===== config.mk =====
export PLATFORM = sky130hd
export DESIGN_NAME = spi_cmd_ctrl
export DESIGN_NICKNAME = d
export VERILOG_FILES = /design/src/rtl/spi_cmd_ctrl.sv
export SDC_FILE = /design/constraint.sdc
export NUM_CORES = 1
export LEC_CHECK = 0
export BUFFER_PORTS_ARGS = -buffer_cell sky130_fd_sc_hd__buf_2
export CORE_MARGIN = 2
export CORE_UTILIZATION = 49
export CTS_CLUSTER_DIAMETER = 100
export CTS_CLUSTER_SIZE = 25
export DETAILED_ROUTE_END_ITERATION = 6
export GPL_TIMING_DRIVEN = 0
export PLACE_DENSITY = 0.74
export RECOVER_POWER = 100
export SYNTH_ARGS = -nofsm -noshare
export SYNTH_HDL_FRONTEND = slang
export SYNTH_SLANG_ARGS = --single-unit

===== constraint.sdc =====
create_clock -name i_Clk -period 3.82 [get_ports i_Clk]
set_clock_uncertainty 0.05 [all_clocks]
set_input_delay 0.382 -clock i_Clk [delete_from_list [all_inputs] [get_ports i_Clk]]
set_output_delay 0.382 -clock i_Clk [all_outputs]
set_load 0.02 [all_outputs]

===== src/rtl/spi_cmd_ctrl.sv =====
// Command/transaction controller behind the SPI slave byte interface.
// Parses CS_n-framed byte streams into register read/write bursts, bitdump
// FIFO drains and status clears, and keeps the next MISO byte staged.
module spi_cmd_ctrl #(
  parameter logic [7:0] FILL_BYTE  = 8'h00,
  parameter logic [3:0] STATUS_SIG = 4'hA
) (
  input  logic       i_Clk,
  input  logic       i_Rst,
  input  logic       i_RX_DV,
  input  logic [7:0] i_RX_Byte,
  output logic [7:0] o_TX_Byte,
  input  logic       i_SPI_CS_n,
  output logic [7:0] o_Reg_Addr,
  output logic       o_Reg_Wr_En,
  output logic [7:0] o_Reg_Wr_Data,
  output logic       o_Reg_Rd_En,
  input  logic [7:0] i_Reg_Rd_Data,
  output logic       o_Fifo_Rd_En,
  input  logic [7:0] i_Fifo_Data,
  input  logic       i_Fifo_Empty,
  output logic       o_Busy
);

  typedef enum logic [2:0] {
    StIdle,
    StIgnore,
    StAddr,
    StRdStream,
    StWrStream,
    StDump
  } t_state;

  localparam logic [7:0] CmdNop   = 8'h00;
  localparam logic [7:0] CmdRead  = 8'h01;
  localparam logic [7:0] CmdWrite = 8'h02;
  localparam logic [7:0] CmdDump  = 8'h03;
  localparam logic [7:0] CmdClr   = 8'h04;

  t_state     r_state, w_state_next;
  logic       r_cs_meta, r_cs_s;
  logic [1:0] r_cs_vld;
  logic       r_armed;
  logic       r_wr_mode, w_wr_mode;
  logic [7:0] r_addr, w_addr;
  logic       r_bad_cmd, w_bad_cmd;
  logic       r_underrun, w_underrun;
  logic       r_rd_resp, r_pop_resp;
  logic [7:0] r_tx_byte, w_tx_byte;
  logic [7:0] r_reg_addr, w_reg_addr;
  logic       r_wr_en, w_wr_en;
  logic [7:0] r_wr_data, w_wr_data;
  logic       r_rd_en, w_rd_en;
  logic       r_fifo_rd_en, w_fifo_rd_en;
  logic       r_busy;
  logic [7:0] w_status;

  assign w_status = {STATUS_SIG, 1'b0, r_bad_cmd, r_underrun, i_Fifo_Empty};

  // Next-state, datapath and registered-output decode.
  always_comb begin
    w_state_next = r_state;
    w_wr_mode    = r_wr_mode;
    w_addr       = r_addr;
    w_bad_cmd    = r_bad_cmd;
    w_underrun   = r_underrun;
    w_tx_byte    = r_tx_byte;
    w_reg_addr   = r_reg_addr;
    w_wr_en      = 1'b0;
    w_wr_data    = r_wr_data;
    w_rd_en      = 1'b0;
    w_fifo_rd_en = 1'b0;

    if (r_state == StIdle) w_tx_byte = w_status;
    // Read/pop responses are valid one cycle after the strobe.
    if (r_rd_resp)  w_tx_byte = i_Reg_Rd_Data;
    if (r_pop_resp) w_tx_byte = i_Fifo_Data;

    if (i_RX_DV) begin
      case (r_state)
        StIdle: begin
          // Unarmed after reset until CS is seen high: rest of an aborted frame is dropped.
          if (r_armed) begin
            case (i_RX_Byte)
              CmdNop:   w_state_next = StIgnore;
              CmdRead: begin
                w_state_next = StAddr;
                w_wr_mode    = 1'b0;
              end
              CmdWrite: begin
                w_state_next = StAddr;
                w_wr_mode    = 1'b1;
              end
              CmdDump: begin
                w_state_next = StDump;
                if (!i_Fifo_Empty) begin
                  w_fifo_rd_en = 1'b1;
                end else begin
                  w_tx_byte  = FILL_BYTE;
                  w_underrun = 1'b1;
                end
              end
              CmdClr: begin
                w_state_next = StIgnore;
                w_bad_cmd    = 1'b0;
                w_underrun   = 1'b0;
              end
              default: begin
                w_state_next = StIgnore;
                w_bad_cmd    = 1'b1;
              end
            endcase
          end
        end
        StAddr: begin
          w_addr     = i_RX_Byte;
          w_reg_addr = i_RX_Byte;
          if (r_wr_mode) begin
            w_state_next = StWrStream;
          end else begin
            w_rd_en      = 1'b1;
            w_state_next = StRdStream;
          end
        end
        StRdStream: begin
          w_addr     = r_addr + 8'd1;
          w_reg_addr = r_addr + 8'd1;
          w_rd_en    = 1'b1;
        end
        StWrStream: begin
          w_wr_en    = 1'b1;
          w_reg_addr = r_addr;
          w_wr_data  = i_RX_Byte;
          w_addr     = r_addr + 8'd1;
        end
        StDump: begin
          if (!i_Fifo_Empty) begin
            w_fifo_rd_en = 1'b1;
          end else begin
            w_tx_byte  = FILL_BYTE;
            w_underrun = 1'b1;
          end
        end
        default: ;
      endcase
    end

    // CS high ends the frame after any coincident byte has been handled.
    if (r_cs_s) w_state_next = StIdle;
  end

  // State, CS synchronizer and output registers with synchronous reset.
  always_ff @(posedge i_Clk) begin
    if (i_Rst) begin
      r_state      <= StIdle;
      r_cs_meta    <= 1'b1;
      r_cs_s       <= 1'b1;
      r_cs_vld     <= 2'b00;
      r_armed      <= 1'b0;
      r_wr_mode    <= 1'b0;
      r_addr       <= 8'h00;
      r_bad_cmd    <= 1'b0;
      r_underrun   <= 1'b0;
      r_rd_resp    <= 1'b0;
      r_pop_resp   <= 1'b0;
      r_tx_byte    <= 8'h00;
      r_reg_addr   <= 8'h00;
      r_wr_en      <= 1'b0;
      r_wr_data    <= 8'h00;
      r_rd_en      <= 1'b0;
      r_fifo_rd_en <= 1'b0;
      r_busy       <= 1'b0;
    end else begin
      r_state      <= w_state_next;
      r_cs_meta    <= i_SPI_CS_n;
      r_cs_s       <= r_cs_meta;
      // r_cs_vld[1] marks that r_cs_s holds a real sample, not the reset preset.
      r_cs_vld     <= {r_cs_vld[0], 1'b1};
      r_armed      <= r_armed | (r_cs_vld[1] & r_cs_s);
      r_wr_mode    <= w_wr_mode;
      r_addr       <= w_addr;
      r_bad_cmd    <= w_bad_cmd;
      r_underrun   <= w_underrun;
      r_rd_resp    <= r_rd_en;
      r_pop_resp   <= r_fifo_rd_en;
      r_tx_byte    <= w_tx_byte;
      r_reg_addr   <= w_reg_addr;
      r_wr_en      <= w_wr_en;
      r_wr_data    <= w_wr_data;
      r_rd_en      <= w_rd_en;
      r_fifo_rd_en <= w_fifo_rd_en;
      r_busy       <= (w_state_next != StIdle);
    end
  end

  assign o_TX_Byte     = r_tx_byte;
  assign o_Reg_Addr    = r_reg_addr;
  assign o_Reg_Wr_En   = r_wr_en;
  assign o_Reg_Wr_Data = r_wr_data;
  assign o_Reg_Rd_En   = r_rd_en;
  assign o_Fifo_Rd_En  = r_fifo_rd_en;
  assign o_Busy        = r_busy;

endmodule


[Word level (Yosys, flattened, before mapping)]
Cells that the tools add are included.
Word-level totals
  output and inout bits: 28
  logic and storage cells: 81
  register bits after elaboration: 49
  bits of input ports: 29
Cells by class
  reductions and logical operators: 17
  eq/ne operators: 10
  bitwise logic cells: 4
  muxes and demuxes: 30
  add/sub/neg operators: 1
Operator list (number)
  8-bit 2-to-1 mux: 7
  8-bit one-hot mux with 2 select lines: 2
  8-bit one-hot mux with 3 select lines: 1
  8-bit by 2-bit equality test with 1-bit output (second input constant): 2
  3-bit 2-to-1 mux: 4
  1-bit one-hot mux with 2 select lines: 6
  3-bit one-hot mux with 2 select lines: 2
  4-bit AND reduction: 3
  8-bit by 1-bit adder with 8-bit output (second input constant): 1
  8-bit by 1-bit equality test with 1-bit output (second input constant): 1
  8-bit by 3-bit equality test with 1-bit output (second input constant): 1
  8-bit zero test: 1
  1-bit 2-to-1 mux: 8
  3-bit by 2-bit equality test with 1-bit output (second input constant): 2
  3-bit equality test (second input constant): 2
  2-bit AND reduction: 3
  2-bit nonzero test: 3
  3-bit nonzero test: 2
  2-bit OR reduction: 3
  4-bit OR reduction: 1
  3-bit zero test: 1
  3-bit by 1-bit inequality test with 1-bit output (second input constant): 1
  2-bit inequality test (second input constant): 1
  1-bit inverter: 2
  2 further kinds: 2

[Longest topological paths before layout]
  depth in word-level cells: 9
  gate-level depth with buffers: 6
  mapped depth without buffers: 5

[Worst setup path after synthesis]
OpenSTA, ideal clock, no wires.
  path kind: register to register
  start: register r_state[2]
  end: register r_tx_byte[5] (netlist: o_TX_Byte[5])
  stages on the path, launching flop included: 6
  clock period less this slack: 1.508 ns
  path slack: 2.312 ns
  setup time: 0.066 ns
  arrival: 1.391 ns
  buffers on the path: 2
  data required time: 3.704 ns
  cells stage by stage: dfxtp_1 > buf_6 > or3_4 > buf_6 > a221o_1 > a21oi_2
On the way
  longest elaborated chain between the ends: 9
  elaborated cells on any way between the ends: 10
  those cells by class: eq/ne: 1; mux: 8; reduce/logical: 1
RTL lines
  from (decl): line 40  | t_state r_state, w_state_next;
  from (signal assigned): line 155  | r_state <= StIdle;
  from (signal assigned): line 174  | r_state <= w_state_next;
  3-bit zero test: line 74, 80
  8-bit 2-to-1 mux: line 74  | if (r_state == StIdle) w_tx_byte = w_status;
  8-bit 2-to-1 mux: line 76  | if (r_rd_resp) w_tx_byte = i_Reg_Rd_Data;
  8-bit 2-to-1 mux: line 77  | if (r_pop_resp) w_tx_byte = i_Fifo_Data;
  8-bit 2-to-1 mux: line 96, 137
  8-bit 2-to-1 mux: line 84  | case (i_RX_Byte)
  8-bit 2-to-1 mux: line 83  | if (r_armed) begin
  8-bit one-hot mux with 2 select lines: line 80  | case (r_state)
  8-bit 2-to-1 mux *: line 79  | if (i_RX_DV) begin
  to (signal assigned): line 186  | r_tx_byte <= w_tx_byte;
  to (decl): line 49  | logic [7:0] r_tx_byte, w_tx_byte;
Every way passes the cells marked *; elsewhere a longest branch is shown, timed or not.
A chain may end at the register's enable or synchronous reset.

[Worst setup path after layout]
  start: register r_state[0]
  end: register r_tx_byte[4] (netlist: o_TX_Byte[4])
The elaborated chain is that of the path after synthesis.

==> key figures <==
Placed design
  • Final HPWL DP: between 4 and 5 mm
  • Routability Congestion: between 0.9 and 1
  • DP Area: 2800 um^2
  • Buffers on Ports: 55

Synthesis
  • Syn_nets: 330
  • Synthesized area per cell: 8.12 um^2
  • Most used DFF post-synth: dfxtp_1
  • Unique masters post-synth: 55
  • Post-synth EDFFs: 0
  • Mapped Cells: 300
  • Synth Register Bits: 49
  • Synth Cell Area: ~2400 um^2
  • Asr flop ratio synth: 0%
  • Ys Warns: 0
  • Sequential area share after synthesis: just over 40%

Critical path
  • Worst path arrival time: 2.44 ns
  • Reg-to-reg endpoint: o_TX_Byte[4]
  • Crit Path Max Fanout: 10
  • Critical path origin: r_state[0]
  • Crit end category: register
  • CP Cell Sequence: clkbuf_1, xnor2_1, nand4b_1, o21ai_0, nor3_1
  • CP delay by family, top: compound AO/OA/AOI/OAI gates
  • RR Startpoint: r_state[0]
  • Crit. path cell count: 5
  • Setup crit end: o_TX_Byte[4]
  • CP startpoint kind: register
  • Flop2flop setup slack: 1.49 ns
  • CP Data Required Time: 3.93 ns
  • CP bufs+invs: 1
  • CP Class: reg -> reg
  • Critical path's slowest cell: o21ai_0
  • Reg2Reg Depth: 5
  • CP peak stage delay: 0.91 ns

CTS
  • Bufs on Longest Clock Path: 2
  • Post-CTS sizing: 0
  • Clock Root Buffer: clkbuf_8
  • Num CTS Buffers: 5
  • Reg clk slew, reported paths: 0.10 ns
  • Setup bufs post-CTS: 0
  • TritonCTS clock tree: done
  • Num Clock Sinks: 49
  • Later-pin clock latency in the skew report: between 0.3 and 0.4 ns
  • Cts hold-fix bufs: 0
  • H-tree depth: 2

Final layout
  • Finished layout cell area: between 2000 and 3000 um^2
  • Area grow syn2layout: 15.8%
  • Number of fill cells: between 400 and 500
  • Most frequent cells in the layout: dfxtp_1 (49), clkbuf_1 (45), nand2_1 (38), a21oi_1 (34), buf_2 (30)
  • Commonest non-fill, non-tap cell in the layout: dfxtp_1
  • Share of post-route cells with drive strength above 1: 14.0%
  • Fin nets: 392
  • Final Util: 59.3%
  • Multi-input logic area: 1290 um^2
  • N_diodes: 0
  • Flip-flop and latch area: 981 um^2

Floorplanning
  • Die area: 5550 um^2
  • Core region area: 4750 um^2
  • Die Height: about 75 um
  • Site row count: 25
  • I/O pin count: 57
  • Starting density of the core: 51.2%
  • Die X: 74.5 um

Global route
  • GR Util All Layers: 23.5%
  • Maximum number of pins on one net before global-route repair: 19
  • Initial antenna violation count: 0
  • First-pass GRT wire length: between 10 and 15 mm
  • GR Overflow Total: 0
  • Vias in the first global route: 2,111

Power and ir drop
  • Net switching power: 0.239 mW
  • Internal: just under 0.7 mW
  • VDD IR max: 0.227 mV
  • Combinational power share: 6.7%
  • Sequential Power Share: 56.6%
  • Cell Pwr Density: 325 nW/um^2
  • Clock Power Share: 36.7%
  • Leak Pwr: 0.998 nW
  • Sw Ratio: 26.1%

STA
  • Tmin final: 2.33 ns
  • Setup Viol. Count Final: 0
  • RSZ-0062 raised after global routing: false
  • Slew headroom: 25.4%
  • Slew Viols, Final: 0
  • Least-Margin Pin Slew: about 1.1 ns
  • Endpoints failing hold: 0
  • Period utilization: between 60% and 70%
  • Max Fclk: 0.429 GHz
  • Setup TNS: 0 ns

Worst hold path
  • HP Class: in -> reg
  • Hold wc startpoint: i_SPI_CS_n

Routing
  • Routed len/inst: 14.7 um
  • Via-per-instance ratio: ~5.7
  • DRC errors left: 0
  • ANT nets after route: 0
  • DRT Pass-1 Iters: 5
  • Vias: between 2,000 and 2,500
  • Drt initial violations: between 200 and 250
  • Final WL: 6.33 mm

Job
  • Max cap viols: 0

Outcome
  • Status: finished, final reports clean
-- synth_stat cells (all sizes together), types with 2 or more instances --
cell type	number	area [um^2]
buf	10	68.8
a211oi	3	22.5
nand3	10	50.1
o32ai	2	17.5
clkbuf	11	41.3
o21a	4	31.3
a21oi	36	188
nand2	38	143
nor2b	11	71.3
and3	3	18.8
nand2b	3	18.8
a221oi	4	35.0
o211ai	4	30.0
o31a	2	17.5
nor2	11	48.8
nand4	2	12.5
dfxtp	49	981
o21ai	26	134
nor3	17	95.1
inv	9	33.8
a41oi	3	33.8
or2	3	18.8
and2	3	18.8
or3	3	23.8
and3b	3	26.3
a21boi	2	15.0
a221o	5	50.1
a31oi	7	43.8
nor3b	4	35.0
-- worst reg2reg max path: stages, from the launching register on --
cell      delay, ns
dfxtp_1        0.37
clkbuf_1       0.38
xnor2_1        0.18
nand4b_1       0.15
o21ai_0        0.91
nor3_1         0.14
-- layer usage --
metal	part of all wire, %	global-route usage [%]	vias up	routed length, um
met2	45	35.6	85	2820
met1	47	34.6	1132	3000
met4	1.0	7.34	0	65
met3	6.9	3.12	8	438
li1	-	-	1213	-
met5	0	0	-	0
-- state kept, by name, summed over array words and instances, names as in the netlist, 2 cells and up --
signal         cells
r_state            3
r_cs_vld           2
o_TX_Byte          8
o_Reg_Addr         8
o_Reg_Wr_Data      8
r_addr             8
-- power by group through the flow --
stage          Combinational (mW)  Sequential (mW)  Clock [mW]
6_report                   0.0616            0.519       0.336
5_1_grt                    0.0676            0.520       0.359
4_1_cts                    0.0628            0.519       0.344
3_5_place_dp               0.0625            0.531           0
3_3_place_gp               0.0618            0.531           0
2_1_floorplan              0.0290            0.533           0
-- per-stage QoR --
step | std cells | setup slack [ns] | hold WS [ns] | power [mW]
after detailed placement | 422 | 2.04 | 0.340 | 0.593
after floorplan | 300 | 2.31 | 0.333 | 0.562
after CTS | 430 | 2.06 | 0.184 | 0.926
final | 430 | 1.49 | 0.185 | 0.917
after global routing | 430 | 1.27 | 0.185 | 0.946
after global placement | 422 | 2.05 | 0.335 | 0.593
-- worst min-delay path by stage --
stage / end / slack (ns) / cells after the start
finish: r_cs_meta / 0.19 / 2
global route: r_cs_meta / 0.19 / 2
CTS: r_cs_meta / 0.18 / 2
detailed placement: r_cs_s / 0.34 / 1
global placement: r_cs_s / 0.34 / 1
floorplan: r_cs_s / 0.33 / 1
-- logic make-up (layout without fill, tap and decap cells) --
group	after synthesis	count (layout)	synth area share [%]
simple gates	116	116	25.8
compound gates	102	102	26.8
flops	49	49	40.3
buf+inv	30	93	5.91
xor+xnor	2	2	0.719
fa+ha+maj	1	1	0.514
-- layout make-up --
class / instances / share of cell area [%]
flip-flops and latches: 49 / 34.8
plain buffers: 21 / 3.19
inverters: 9 / 1.20
clock inverters: 3 / 1.02
clock buffers: 5 / 2.44
repair buffers: 55 / 8.52
multi-input cells: 221 / 45.9
well taps: 67 / 2.97
Note: power is estimated with default switching activity, not from simulation.
